==> config.mk <==
export PLATFORM = sky130hd
export DESIGN_NAME = sha256_compress_core
export DESIGN_NICKNAME = d
export VERILOG_FILES = /design/src/rtl/sha256_pkg.sv /design/src/rtl/sha256_msg_sched.sv /design/src/rtl/sha256_compress_core.sv
export SDC_FILE = /design/constraint.sdc
export NUM_CORES = 2
export LEC_CHECK = 0
export CAP_MARGIN = 5
export CORE_MARGIN = 2
export CORE_UTILIZATION = 40
export CTS_CLUSTER_DIAMETER = 30
export CTS_CLUSTER_SIZE = 28
export DETAILED_ROUTE_END_ITERATION = 12
export PLACE_DENSITY = 0.6
export SLEW_MARGIN = 20
export SYNTH_ARGS = -nofsm -noshare
export SYNTH_HDL_FRONTEND = slang
export SYNTH_HIERARCHICAL = 1
export SYNTH_SLANG_ARGS = --single-unit
==> constraint.sdc <==
create_clock -name clk -period 7.65 [get_ports clk]
set_clock_uncertainty 0.1 [all_clocks]
set_input_delay 0.765 -clock clk [delete_from_list [all_inputs] [get_ports clk]]
set_output_delay 0.765 -clock clk [all_outputs]
set_load 0.02 [all_outputs]
==> src/rtl/sha256_pkg.sv <==
// Shared SHA-256 constants, FSM state type and the combinational round functions
// used by the compression core and its message schedule.
package sha256_pkg;

  typedef enum logic [1:0] {
    IDLE  = 2'd0,
    ROUND = 2'd1,
    FINAL = 2'd2,
    DONE  = 2'd3
  } state_e;

  localparam logic [31:0] K [0:63] = '{
    32'h428a2f98, 32'h71374491, 32'hb5c0fbcf, 32'he9b5dba5,
    32'h3956c25b, 32'h59f111f1, 32'h923f82a4, 32'hab1c5ed5,
    32'hd807aa98, 32'h12835b01, 32'h243185be, 32'h550c7dc3,
    32'h72be5d74, 32'h80deb1fe, 32'h9bdc06a7, 32'hc19bf174,
    32'he49b69c1, 32'hefbe4786, 32'h0fc19dc6, 32'h240ca1cc,
    32'h2de92c6f, 32'h4a7484aa, 32'h5cb0a9dc, 32'h76f988da,
    32'h983e5152, 32'ha831c66d, 32'hb00327c8, 32'hbf597fc7,
    32'hc6e00bf3, 32'hd5a79147, 32'h06ca6351, 32'h14292967,
    32'h27b70a85, 32'h2e1b2138, 32'h4d2c6dfc, 32'h53380d13,
    32'h650a7354, 32'h766a0abb, 32'h81c2c92e, 32'h92722c85,
    32'ha2bfe8a1, 32'ha81a664b, 32'hc24b8b70, 32'hc76c51a3,
    32'hd192e819, 32'hd6990624, 32'hf40e3585, 32'h106aa070,
    32'h19a4c116, 32'h1e376c08, 32'h2748774c, 32'h34b0bcb5,
    32'h391c0cb3, 32'h4ed8aa4a, 32'h5b9cca4f, 32'h682e6ff3,
    32'h748f82ee, 32'h78a5636f, 32'h84c87814, 32'h8cc70208,
    32'h90befffa, 32'ha4506ceb, 32'hbef9a3f7, 32'hc67178f2
  };

  localparam logic [255:0] H_INIT = {
    32'h6a09e667, 32'hbb67ae85, 32'h3c6ef372, 32'ha54ff53a,
    32'h510e527f, 32'h9b05688c, 32'h1f83d9ab, 32'h5be0cd19
  };

  function automatic logic [31:0] rotr(input logic [31:0] x, input int unsigned n);
    return (x >> n) | (x << (32 - n));
  endfunction

  function automatic logic [31:0] big_sigma0(input logic [31:0] x);
    return rotr(x, 2) ^ rotr(x, 13) ^ rotr(x, 22);
  endfunction

  function automatic logic [31:0] big_sigma1(input logic [31:0] x);
    return rotr(x, 6) ^ rotr(x, 11) ^ rotr(x, 25);
  endfunction

  function automatic logic [31:0] small_sigma0(input logic [31:0] x);
    return rotr(x, 7) ^ rotr(x, 18) ^ (x >> 3);
  endfunction

  function automatic logic [31:0] small_sigma1(input logic [31:0] x);
    return rotr(x, 17) ^ rotr(x, 19) ^ (x >> 10);
  endfunction

  function automatic logic [31:0] ch(input logic [31:0] e, input logic [31:0] f,
                                     input logic [31:0] g);
    return (e & f) ^ (~e & g);
  endfunction

  function automatic logic [31:0] maj(input logic [31:0] a, input logic [31:0] b,
                                      input logic [31:0] c);
    return (a & b) ^ (a & c) ^ (b & c);
  endfunction

endpackage

==> src/rtl/sha256_msg_sched.sv <==
// SHA-256 message schedule: 16-word sliding window, loaded with the block and
// advanced once per round; w[0] is the current Wt.
module sha256_msg_sched
  import sha256_pkg::*;
(
  input  logic         clk,
  input  logic         rst_n,
  input  logic         load_i,
  input  logic         adv_i,
  input  logic [511:0] block_i,
  output logic [31:0]  wt_o
);

  logic [0:15][31:0] w_q, w_d;
  logic [31:0]       w_new;

  always_comb begin
    w_new = small_sigma1(w_q[14]) + w_q[9] + small_sigma0(w_q[1]) + w_q[0];
    w_d   = w_q;
    if (load_i) begin
      w_d = block_i;
    end else if (adv_i) begin
      w_d = {w_q[1:15], w_new};
    end
  end

  always_ff @(posedge clk or negedge rst_n) begin
    if (!rst_n) begin
      w_q <= '0;
    end else begin
      w_q <= w_d;
    end
  end

  assign wt_o = w_q[0];

endmodule

==> src/rtl/sha256_compress_core.sv <==
// Iterative SHA-256 compression: one round per clock, ROUNDS rounds per block,
// valid/ready handshakes on both the block input and the digest output.
module sha256_compress_core
  import sha256_pkg::*;
#(
  parameter int unsigned ROUNDS = 64
) (
  input  logic         clk,
  input  logic         rst_n,
  input  logic         in_valid,
  output logic         in_ready,
  input  logic [511:0] block_in,
  input  logic [255:0] state_in,
  output logic         out_valid,
  input  logic         out_ready,
  output logic [255:0] digest_out
);

  localparam logic [5:0] T_LAST = 6'(ROUNDS - 1);

  state_e           state_q;
  logic             in_ready_q;
  logic             out_valid_q;
  logic [255:0]     digest_q;
  logic [0:7][31:0] hreg_q;
  logic [0:7][31:0] wk_q, wk_d;
  logic [0:7][31:0] digest_d;
  logic [5:0]       t_q;

  logic [31:0] wt, t1, t2;
  logic        accept;
  logic        advance;

  assign accept  = (state_q == IDLE) && in_valid && in_ready_q;
  assign advance = (state_q == ROUND);

  sha256_msg_sched u_msg_sched (
    .clk     (clk),
    .rst_n   (rst_n),
    .load_i  (accept),
    .adv_i   (advance),
    .block_i (block_in),
    .wt_o    (wt)
  );

  // Index 0..7 of the working set is a..h.
  always_comb begin
    t1 = wk_q[7] + big_sigma1(wk_q[4]) + ch(wk_q[4], wk_q[5], wk_q[6]) + K[t_q] + wt;
    t2 = big_sigma0(wk_q[0]) + maj(wk_q[0], wk_q[1], wk_q[2]);
    wk_d[0] = t1 + t2;
    wk_d[1] = wk_q[0];
    wk_d[2] = wk_q[1];
    wk_d[3] = wk_q[2];
    wk_d[4] = wk_q[3] + t1;
    wk_d[5] = wk_q[4];
    wk_d[6] = wk_q[5];
    wk_d[7] = wk_q[6];
    for (int unsigned i = 0; i < 8; i++) begin
      digest_d[i] = hreg_q[i] + wk_q[i];
    end
  end

  always_ff @(posedge clk or negedge rst_n) begin
    if (!rst_n) begin
      state_q     <= IDLE;
      in_ready_q  <= 1'b1;
      out_valid_q <= 1'b0;
      digest_q    <= '0;
      hreg_q      <= '0;
      wk_q        <= '0;
      t_q         <= '0;
    end else begin
      unique case (state_q)
        IDLE: begin
          if (accept) begin
            hreg_q     <= state_in;
            wk_q       <= state_in;
            t_q        <= '0;
            in_ready_q <= 1'b0;
            state_q    <= ROUND;
          end
        end
        ROUND: begin
          wk_q <= wk_d;
          if (t_q == T_LAST) begin
            state_q <= FINAL;
          end else begin
            t_q <= t_q + 6'd1;
          end
        end
        FINAL: begin
          digest_q    <= digest_d;
          out_valid_q <= 1'b1;
          state_q     <= DONE;
        end
        DONE: begin
          if (out_ready) begin
            out_valid_q <= 1'b0;
            in_ready_q  <= 1'b1;
            state_q     <= IDLE;
          end
        end
        default: state_q <= IDLE;
      endcase
    end
  end

  assign in_ready   = in_ready_q;
  assign out_valid  = out_valid_q;
  assign digest_out = digest_q;

endmodule
== Word level (Yosys, flattened, before mapping) ==
Memory sizes are Yosys's and may differ from the RTL's.
Cells that the tools add are included.

* Flip-flop bits (word level): 1290
* Bits in read-only memories: 2048
* Output and inout bits: 258
* Word-level logic and storage cells: 125
* Memories kept: 1

{| class="wikitable"
|+ Memories
! memory !! depth !! bits a word !! read ports !! clocked after Yosys merged registers in !! wr ports !! RTL line !! text
|-
| (no name shown) || 64 || 32 || 1 || 0 || 0 || sha256_compress_core.sv:48 || <nowiki>t1 = wk_q[7] + big_sigma1(wk_q[4]) + ch(wk_q[4], wk_q[5], wk_q[6]) + K[t_q] + wt;</nowiki>
|}

* Add/subtract/negate cells: 19
* Magnitude comparators: 1
* Eq/ne operators: 8
* Mux-type cells: 18
* Bitwise operators: 28
* Reductions and logical operators: 13

{| class="wikitable"
|+ Operator list
! operator !! count
|-
| 512-bit two-way mux || 2
|-
| 32-bit adder || 18
|-
| 256-bit one-hot mux with 2 select lines || 1
|-
| 32-bit bitwise XOR || 9
|-
| 256-bit two-way mux || 1
|-
| 32-bit bitwise AND || 5
|-
| 32-bit two-way mux || 2
|-
| 32-bit NOT || 1
|-
| 10-bit by 32-bit bitwise OR with 32-bit output || 1
|-
| 13-bit by 32-bit bitwise OR with 32-bit output || 1
|-
| 14-bit by 32-bit bitwise OR with 32-bit output || 1
|-
| 15-bit by 32-bit bitwise OR with 32-bit output || 1
|-
| 19-bit by 32-bit bitwise OR with 32-bit output || 1
|-
| 21-bit by 32-bit bitwise OR with 32-bit output || 1
|-
| 25-bit by 32-bit bitwise OR with 32-bit output || 1
|-
| 26-bit by 32-bit bitwise OR with 32-bit output || 1
|-
| 30-bit by 32-bit bitwise OR with 32-bit output || 1
|-
| 7-bit by 32-bit bitwise OR with 32-bit output || 1
|-
| 32-bit by 22-bit bitwise XOR with 32-bit output || 1
|-
| 32-bit by 29-bit bitwise XOR with 32-bit output || 1
|-
| 6-bit two-way mux || 2
|-
| 6-bit one-hot mux with 2 select lines || 1
|-
| 3-bit AND reduction || 3
|-
| 2-bit one-hot mux with 4 select lines || 1
|-
| 15 further kinds || 29
|}

== Depth between registers and ports, before layout ==
* Depth after elaboration: 9
* Mapped depth: 38

== Cells and area by module ==
Netlist, hierarchy kept.

{| class="wikitable"
|+ Modules (own cells, without submodules)
! module !! times used !! cells an instance !! area an instance (um^2) !! seq. area each (um^2)
|-
| sha256_compress_core || 1 || 6256 || 55376.9 || 19469.9
|-
| sha256_msg_sched || 1 || 2786 || 27680.3 || 12812.3
|}

== Worst setup path after synthesis ==
Ideal clock, no wire load.

* Kind: register to register
* Start: reg t_q[2]
* End: reg wk_q, in the netlist wk_d[223]
* Setup time: 0.137 ns
* Arrival time: 7.725 ns
* Required time: 7.413 ns
* Path slack: -0.312 ns
* Cell stages (with the launch flop): 35
* Path buffers: 4
* Clock period less this slack: 7.962 ns
* Cell sequence: dfrtp_1 inv_1 clkbuf_1 clkbuf_1 clkbuf_1 ha_1 or3_1 o31ai_1 mux4_2 fa_1 inv_1 ha_1 or2_2 o21ai_2 a211oi_1 o31ai_1 nor2_1 or3_1 a21oi_1 xnor2_1 inv_1 fa_1 inv_1 ha_1 clkbuf_1 a21o_1 a21oi_1 o221ai_1 a21oi_1 o21ai_0 a21oi_1 o221ai_1 a21oi_1 xnor2_1 a21oi_1

* Cells in the longest elaborated chain, start to end: 8

{| class="wikitable"
|+ Ends and longest elaborated chain
! item !! RTL line !! text
|-
| start: declaration || sha256_compress_core.sv:28 || <nowiki>logic [5:0] t_q;</nowiki>
|-
| start signal: assignment || sha256_compress_core.sv:88 || <nowiki>t_q <= t_q + 6'd1;</nowiki>
|-
| 6-bit NOT with 7-bit output (implied by the code) || sha256_compress_core.sv:48 ||
|-
| memory read 64 x 32 bit || n/a ||
|-
| 32-bit two-way mux (implied by the code) (2 in series) || sha256_compress_core.sv:48 ||
|-
| 32-bit adder (2 in series) || sha256_compress_core.sv:48 ||
|-
| 32-bit adder || sha256_compress_core.sv:50 || <nowiki>wk_d[0] = t1 + t2;</nowiki>
|-
| 256-bit one-hot mux with 2 select lines || sha256_compress_core.sv:73 || <nowiki>unique case (state_q)</nowiki>
|-
| end signal: assignment || sha256_compress_core.sv:77 || <nowiki>wk_q <= state_in;</nowiki>
|-
| end signal: assignment || sha256_compress_core.sv:84 || <nowiki>wk_q <= wk_d;</nowiki>
|-
| end: declaration || sha256_compress_core.sv:26 || <nowiki>logic [0:7][31:0] wk_q, wk_d;</nowiki>
|}

Every way passes these cells. The select of a mux whose other input is x is not followed.
A chain may end at the register's enable or synchronous reset.

== Final worst setup path ==
* Start: reg t_q[0]
* End: reg wk_q, in the netlist wk_d[223]

Same word-level chain as after synthesis.

==> impl_metrics.tcl <==
set metrics [dict create \
    status "finished clean" \
    cpMaxStageDelayCell "fa_1" \
    synth-seq-cells 1290 \
    vias 73700 \
    die_w_um 460 \
    synthesis.nets 10400 \
    ff2ff_setup_slack_ns 0.29 \
    maxSlewHeadroom 0.255 \
    critPathBufInv 6 \
    cts-buffers-inserted 349 \
    cp_top_family "compound AO/OA/AOI/OAI gates" \
    cp-end-kind "register" \
    cpPeakStageDelay_ns 0.59 \
    worst_pin_slew_ns 1.12 \
    regArea_um2 32300 \
    cts_buffer_depth 4 \
    fin_hold_ws_ns 0.249 \
    die_area_um2 211000 \
    fmax_mhz 136 \
    worstReg2RegEnd "wk_d[223]$_DFFE_PN0P_" \
    final_hold_viol_count 0 \
    drt-pass1-iter-count 8 \
    gr-total-overflow 0 \
    core_area_um2 207000 \
    cp.arrival_ns 8.03 \
    ant_nets 0 \
    yosys_warnings 6 \
    finalSetupViolCount 0 \
    wl_mm 361 \
    async_flop_share 1.00 \
    wl_per_cell_um 27.1 \
    final_layout_size_suffix_gt1_frac 0.129 \
    viasPerCell 5.54 \
    cp-endpoint "wk_d[223]$_DFFE_PN0P_" \
    dieHeight_um 460 \
    grt_pass1_vias 73700 \
    synth_cells 9042 \
    period_minus_slack_ns 7.36 \
    final_common_cell "nand2_1" \
    grt_use_total 0.335 \
    hold_class "primary input to register" \
    grt_first_pass_wirelength_mm 517 \
    crit_fanout 4 \
    critPathKind "register to register" \
    r2r-start "t_q[0]$_DFFE_PN0P_" \
    fin_nets 11700 \
    hpwlAfterDp_mm 285 \
    start_util 0.402 \
    drc 0 \
    fin_crit_sh 0.962 \
    most-common-layout-cells "nand2_1, dfrtp_1, clkdlybuf4s50_1" \
    synth_area_um2 83100 \
    ios 1030 \
    clk_pin_slew_ns 0.05 \
    rows 167 \
    synth_ff_type "dfrtp_1" \
    yosysSeqAreaShare 0.389 \
    crit_cells 33 \
    cts_root_buf "clkbuf_16" \
    clk_latency_ns 0.98 \
    syn_to_final_growth_pct 33.3 \
    rsz0062_at_grt "yes" \
    tritoncts "built" \
    htree_levels 5 \
    grt_max_degree 227 \
    place.gp.congestion 0.976 \
    fillers 18700 \
    multi_input_area_um2 46900 \
    drt_iter0_drc 7012 \
    avgSynthCellArea_um2 9.19 \
    crit_start "t_q[0]$_DFFE_PN0P_" \
    synth.distinct_cells 105 \
    required_ns 8.32 \
    r2r_cells 33 \
    antenna_found_initial 59 \
    cts.sinks 1290 \
    cp-start-kind "register" \
    port_buffers 1029 \
    cap_violations 0 \
    synth-edff-count 0 \
    final-max-slew-violation-count 0 \
]
==> cell usage after synthesis, types with 8 or more instances <==
master     count  area [um2]
nand2_1     1742        6540
dfrtp_1     1289       32300
o21ai_0     1014        5070
mux2i_1      707        7080
inv_1        503        1890
clkbuf_1     478        1790
a21oi_1      415        2080
ha_1         404        5050
xnor2_1      404        3540
nor2_1       241         905
mux2_2       227        2560
fa_1         195        3900
a21o_1       191        1430
xor2_1       183        1600
nand3_1      117         586
nor3_1        76         380
o21a_1        55         413
o21bai_1      55         413
a31oi_1       54         338
nor2b_1       54         338
nand2b_1      49         307
buf_1         48         180
o211ai_1      38         285
a211oi_1      37         278
o21ai_1       35         175
o31ai_1       34         255
buf_4         32         240
or3_1         31         194
nand4_1       29         181
and2_1        18         113
and3_1        16         100
a211o_1       14         123
a311oi_1      12         105
o22ai_1       11        68.8
a41oi_1       10        87.6
nor3b_1       10        75.1
a2111oi_0      9        78.8
a21boi_0       9        67.6
o221ai_1       9        78.8
or2_2          9        56.3
a221o_1        8        80.1
a221oi_1       8        70.1
==> worst min-delay path by stage <==
stage | slack, ns | cells past startpoint | end | from
after floorplan | 0.35 | 2 | hreg_q[0]$_DFFE_PN0P_ | hreg_q[0]$_DFFE_PN0P_
after global placement | 0.36 | 2 | hreg_q[58]$_DFFE_PN0P_ | hreg_q[58]$_DFFE_PN0P_
after detailed placement | 0.37 | 2 | hreg_q[200]$_DFFE_PN0P_ | hreg_q[200]$_DFFE_PN0P_
after CTS | 0.18 | 3 | u_msg_sched/w_q[247]$_DFFE_PN0P_ | block_in[247]
after global routing | 0.24 | 3 | u_msg_sched/w_q[262]$_DFFE_PN0P_ | block_in[262]
final | 0.25 | 3 | u_msg_sched/w_q[236]$_DFFE_PN0P_ | block_in[236]
==> metal layers <==
| metal | global-route usage | up-vias | routed length [um] |
|---|---|---|---|
| met3 | 0.0709 | 715 | 27400 |
| met2 | 0.543 | 3234 | 169000 |
| met1 | 0.428 | 36200 | 147000 |
| met5 | 0 | - | 195 |
| li1 | - | 33500 | - |
| met4 | 0.158 | 30 | 17700 |
==> area by class of cell <==
type                    instances  share of cell area
diodes                         41            0.000927
clock buffers                 466              0.0894
clock inverters               141              0.0190
inverters                     509              0.0174
multi-input cells            6679               0.424
flip-flops and latches       1290               0.292
well taps                    2704              0.0306
repair buffers               1483               0.127
==> cell families after synthesis <==
group / share of synthesized area
buffers and inverters: 0.0502
xor gates and xnor gates: 0.0621
AOI/OAI and AO/OA: 0.152
adders and majority gates: 0.108
and+or+nand+nor: 0.121
muxes: 0.118
DFF: 0.389
==> registers in the layout (all words and copies together), names as in the netlist <==
| register | flops |
|---|---|
| t_q | 6 |
| state_q | 2 |
| out_valid | 1 |
| hreg_q | 256 |
| u_msg_sched/wt_o | 32 |
| digest_out | 256 |
| u_msg_sched/w_q | 480 |
| wk_d | 192 |
| in_ready | 1 |
| wk_q | 64 |
==> tightest hold or removal path, stage by stage <==
cell	delay (ns)
clkdlybuf4s50_1	0.39
nand2_1	0.06
o21ai_0	0.07
==> what timing repair did <==
action | CTS | global route
endpoints found under the setup margin | 5 | 23
hold buffers | 1 | 0
buffers inserted | 0 | 2
hold endpoints to repair | 104 | 0
resized for setup | 8 | 56
pin swaps | 0 | 15
==> through the flow <==
step | instances | worst slack [ns] | utilization | area [um2] | setup TNS (ns)
after floorplan | 9042 | 0.0331 | - | 83100 | 0
after global placement | 12700 | -0.167 | 0.476 | 98300 | -0.219
after detailed placement | 12700 | -0.244 | 0.476 | 98300 | -0.554
after CTS | 13300 | 0.00303 | 0.534 | 110000 | 0
after global routing | 13300 | -0.0662 | 0.535 | 111000 | -0.172
final | 13300 | 0.294 | 0.536 | 111000 | 0
Power is left out: the tool's default activity adds up to more than one toggle a clock period on the data nets, which glitch-free logic cannot reach.
